$ cat src/rtl/regfile_wb_arbiter.sv
// Writeback arbiter: ALU results go straight to the regfile port, LSU results queue and drain on idle cycles.
// Optional trace output enabled by defining WB_TRACE_EN.
module regfile_wb_arbiter #(
  parameter int DEPTH = 4,
  parameter int DW    = 32
) (
  input  logic          clk,
  input  logic          rst,
  input  logic          alu_we,
  input  logic [4:0]    alu_addr,
  input  logic [DW-1:0] alu_data,
  input  logic          lsu_valid,
  output logic          lsu_ready,
  input  logic [4:0]    lsu_addr,
  input  logic [DW-1:0] lsu_data,
  output logic [4:0]    addrw,
  output logic [DW-1:0] wdata,
  output logic          we,
  output logic [31:0]   pending,
  input  logic [31:0]   clkcounter
);

  localparam int AW = $clog2(DEPTH);

  logic [4:0]       addr_mem [DEPTH];
  logic [DW-1:0]    data_mem [DEPTH];
  logic [DEPTH-1:0] live_reg;
  logic [DEPTH-1:0] live_next;
  logic [AW-1:0]    rd_ptr_reg;
  logic [AW-1:0]    wr_ptr_reg;
  logic [AW:0]      count_reg;
  logic [31:0]      pend_vec [DEPTH];

  logic full, alu_ok, pop, push, enq;

  function automatic logic writable(input logic [4:0] a);
    return !(a == 5'd0 || a == 5'd1 || a == 5'd31);
  endfunction

  assign full      = (count_reg == (AW+1)'(DEPTH));
  assign lsu_ready = !full;
  assign alu_ok    = alu_we && writable(alu_addr);
  assign pop       = !alu_ok && (count_reg != '0);
  assign push      = lsu_valid && lsu_ready;
  assign enq       = push && writable(lsu_addr);

  // A same-cycle push counts as older than the ALU write, so it can be born dead.
  for (genvar gi = 0; gi < DEPTH; gi++) begin : g_entry
    logic       slot_wr;
    logic [4:0] slot_addr;
    assign slot_wr   = enq && (wr_ptr_reg == AW'(gi));
    assign slot_addr = slot_wr ? lsu_addr : addr_mem[gi];

    always_comb begin
      live_next[gi] = live_reg[gi];
      if (pop && (rd_ptr_reg == AW'(gi))) live_next[gi] = 1'b0;
      if (slot_wr) live_next[gi] = 1'b1;
      if (alu_ok && (slot_addr == alu_addr)) live_next[gi] = 1'b0;
    end

    assign pend_vec[gi] = live_reg[gi] ? (32'd1 << addr_mem[gi]) : 32'd0;
  end

  always_comb begin
    pending = '0;
    for (int i = 0; i < DEPTH; i++) pending = pending | pend_vec[i];
  end

  always_ff @(posedge clk) begin
    if (enq) begin
      addr_mem[wr_ptr_reg] <= lsu_addr;
      data_mem[wr_ptr_reg] <= lsu_data;
    end
  end

  always_ff @(posedge clk) begin
    if (!rst) begin
      live_reg   <= '0;
      rd_ptr_reg <= '0;
      wr_ptr_reg <= '0;
      count_reg  <= '0;
      we         <= 1'b0;
      addrw      <= '0;
      wdata      <= '0;
    end else begin
      live_reg  <= live_next;
      count_reg <= count_reg + (AW+1)'(enq) - (AW+1)'(pop);
      if (enq) wr_ptr_reg <= wr_ptr_reg + 1'b1;
      if (pop) rd_ptr_reg <= rd_ptr_reg + 1'b1;
      if (alu_ok) begin
        we    <= 1'b1;
        addrw <= alu_addr;
        wdata <= alu_data;
      end else if (pop) begin
        // A dead head still burns its drain slot.
        we <= live_reg[rd_ptr_reg];
        if (live_reg[rd_ptr_reg]) begin
          addrw <= addr_mem[rd_ptr_reg];
          wdata <= data_mem[rd_ptr_reg];
        end
      end else begin
        we <= 1'b0;
      end
    end
  end

`ifdef WB_TRACE_EN
  always_ff @(posedge clk) begin
    if (we) $write("[W%0d=%0d@%0d]", addrw, wdata, clkcounter);
  end
`else
  logic unused_clkcounter;
  assign unused_clkcounter = ^clkcounter;
`endif

endmodule
$ cat config.mk
export PLATFORM = sky130hd
export DESIGN_NAME = regfile_wb_arbiter
export DESIGN_NICKNAME = d
export VERILOG_FILES = /design/src/rtl/regfile_wb_arbiter.sv
export SDC_FILE = /design/constraint.sdc
export NUM_CORES = 1
export LEC_CHECK = 0
export BUFFER_PORTS_ARGS = -buffer_cell sky130_fd_sc_hd__buf_4
export CELL_PAD_IN_SITES_DETAIL_PLACEMENT = 1
export CELL_PAD_IN_SITES_GLOBAL_PLACEMENT = 1
export CORE_UTILIZATION = 45
export DETAILED_ROUTE_END_ITERATION = 8
export GPL_TIMING_DRIVEN = 0
export MAX_ROUTING_LAYER = met4
export PLACE_DENSITY_LB_ADDON = 0.3
export SLEW_MARGIN = 5
export SYNTH_ARGS = -nofsm -noshare
export SYNTH_HDL_FRONTEND = slang
export SYNTH_SLANG_ARGS = --single-unit
$ cat constraint.sdc
create_clock -name clk -period 5.4 [get_ports clk]
set_input_delay 1.08 -clock clk [delete_from_list [all_inputs] [get_ports clk]]
set_output_delay 1.08 -clock clk [all_outputs]
set_load 0.02 [all_outputs]
==> impl_results.md <==
* Outcome: finished clean
* FF+latch area at between 5000 and 6000 sq um
* Number of global-route vias before repair at about 7.5k
* PD cells at ~390 nW/um^2
* CTS max path bufs at 2
* Yosys reg bits at between 150 and 200
* RSZ-0062 raised after global routing: no
* Initial Util at a little under half
* Clk root buf: clkbuf_16
* Worst Tran Pin Value at about 1.3 ns
* Port-buffer cells at approximately 140
* Clock transition at path regs at roughly 0.080 ns
* Synthesized area per cell at around 14 sq um
* Top-count cell post-synth: edfxtp_1
* DP Wirelength at around 21000 microns
* Die Area at around 22000 sq um
* GR Layer Usage met1 at 35.6%
* MaxCap Viol Count at 0
* # H-tree levels at 4
* Predominant post-synthesis flop cell: edfxtp_1
* Max VDD drop at 0.244 mV
* First-pass GRT wire length at 44200 microns
* Crit path arrival time at approximately 4.6 ns
* GR Util met3 at about 4.3%
* Required time of the critical path at ~5.7 ns
* Initial antenna violation count at 0
* Crit path max fanout at 10
* Peak Freq at approximately 230 MHz
* I/O pin cnt at ~180
* Period minus WS final at about 4.3 ns
* Netlist cell types at 58
* CP startpoint kind: input port
* Cts repair resizes at 0
* Core area at 20400 sq um
* Clock Latency Late Sink at approximately 0.44 ns
* Switching power at approximately 1400 uW
* Drt wl/cell at ~25 microns
* Synth cell count leaders: edfxtp_1, nand2_1, dfxtp_1, mux2i_1, mux4_2
* Total of warnings raised by yosys at 0
* Met2 Track Usage GR at between 40% and 50%
* Slew Viols, Final at 0
* CP Capture Type: flop
* Power Internal at just over 3000 uW
* Clock share of power at approximately 29%
* Largest registers: data_mem x128, wdata x32, addr_mem x20
* Asr flop ratio synth at 0%
* CTS tree: yes
* FILL cells at roughly 2.1k
* Kind of critical path: input port to flop
* Comb pwr share at between 20% and 30%
* Synth top area cells: edfxtp_1, dfxtp_1, mux4_2
* Drt drc at 0
* Setup repair bufs after CTS at 0
* Largest register by flop count: data_mem
* Dpl cell area at around 11000 sq um
* Final WS setup at roughly 1.1 ns
* DR vias/cell at around 6
* Post-DRT Antenna Nets at 0
* Worst min path class: flop to flop
* First-pass DRT Iterations at 5
* Share of the yosys chip area belonging to registers at between 50% and 60%
* # rows at 52
* Yosys top cell area share at 47.0%
* Synth area leader: edfxtp_1
* Seq pwr share at 43.0%
* Num Clock Sinks at approximately 200
* Die Wd at ~150 microns
* Final hold vios at 0
* Synth Net Count at between 800 and 900
* Syn-to-layout area delta at 22.6%
* Final setup violation count at 0
* Syn Inst Count at 690
* Fraction of layout cells with a size suffix above 1 at 27.5%
* Static Leak at roughly 0.0046 uW
* RePlAce Congestion at a little under 0.9
* Slew Limit Headroom at roughly 17%
* Starting DRT DRC Count at about 440
* Max reg flops at 128
* Via count at a little under 7k
* Final period utilization at a little under 80%
* Hold Buf Count CTS at 0
* GRT Overall Usage at ~28%
* # nets final at slightly below 1k
* Num CTS Buffers at 17
* Pre-CTS WS at between 0.7 and 0.8 ns
* EDFF count, synth at roughly 150
* GR peak layer: met2
* Total gr overflow at 0
* Area of the multi-input gates at between 3000 and 4000 sq um
* Clk_skew at roughly 0.014 ns
* Synth Cell Area at around 9500 sq um
* Cell area after layout at ~12000 sq um
* Routed WL at around 29000 microns
* Sw frac at about a third
* Largest net degree at the start of global routing at 47
* Die H at between 100 and 150 microns
-- per-layer routing --
metal / vias up / share of wire (%)
met3: 53 / 5.1
met5: - / 0
met2: 277 / 50
met4: 0 / 2.2
met1: 3481 / 42
li1: 3056 / -
-- worst max-delay path, cell delays in order --
cell and delay, ns:
clkbuf_1 0.48, nand4_1 0.23, o211ai_1 0.82, o31a_1 0.26, clkbuf_1 0.32, ha_1 0.30
inv_1 0.06, ha_1 0.13, inv_1 0.06, fa_1 0.42, xnor2_1 0.21, xnor2_1 0.08
and2_1 0.16
-- final cells by class --
class / instances / area share [%]
sequential: 199 / 47.2
multi-input combinational: 420 / 31.9
timing repair buffer: 152 / 10.1
clock buffer: 18 / 3.79
tap: 270 / 2.91
buffer: 52 / 1.90
clock inverter: 14 / 1.52
inverter: 19 / 0.615
antenna: 2 / 0.0432
-- final timing paths --
check | start | end | slack [ns] | depth (start not counted)
worst min-delay path | addrw[4] | addrw[4] | 0.57 | 2
worst max-delay path | alu_addr[0] | count_reg[2] | 1.13 | 13
worst max register to register | count_reg[1] | live_reg[2] | 2.37 | 8
worst min register to register | addrw[4] | addrw[4] | 0.57 | 2
-- stage by stage --
step | power (uW) | instances | utilization (%) | setup TNS, ns | hold WS (ns)
3_3_place_gp | 3120 | 1103 | 53.2 | -0.395 | 0.542
2_1_floorplan | 2770 | 690 | - | 0 | 0.555
3_5_place_dp | 3210 | 1112 | 53.7 | 0 | 0.581
4_1_cts | 4490 | 1144 | 56.7 | 0 | 0.578
5_1_grt | 4640 | 1144 | 56.7 | 0 | 0.635
6_report | 4470 | 1146 | 56.7 | 0 | 0.568
-- power groups by stage --
stage / logic (uW) / clock network, uW / registers [uW]
final: 1260 / 1290 / 1920
after global routing: 1350 / 1350 / 1940
after CTS: 1270 / 1300 / 1920
after detailed placement: 1260 / 0 / 1950
after global placement: 1180 / 0 / 1940
after floorplan: 801 / 0 / 1970
-- placed cells by master (no fill, tap or decap), drive strengths merged, types with 3 or more instances in the layout --
cell type    n
nand2       62
nand2b      10
a211oi       3
and2        10
edfxtp     148
a21oi        9
buf        168
nor2b       11
nor2        20
mux4        38
a21boi       4
or3          3
a221oi       7
nand3        6
o211a       35
nand4        7
inv         24
dfxtp       51
clkbuf      54
xnor2       16
mux2i       50
a31oi        5
o21ai       14
o221ai       6
o32ai        6
and3         4
a221o       16
o22ai       14
nand4b       3
ha          10
xor2         5
a22oi        5
nor3b        6
clkinv       8
nor3         9
-- cell families (layout without fill, tap and decap cells) --
family	count (synthesis)	count (layout)	share of synthesized area [%]
other cells	0	2	0
flops	199	199	57.8
buf+inv	71	255	3.08
simple gates	160	160	8.61
fa+ha+maj	11	11	1.53
xor+xnor	21	21	1.94
compound gates	140	140	12.7
mux	88	88	14.3
Power figures use the tool's default switching activity.
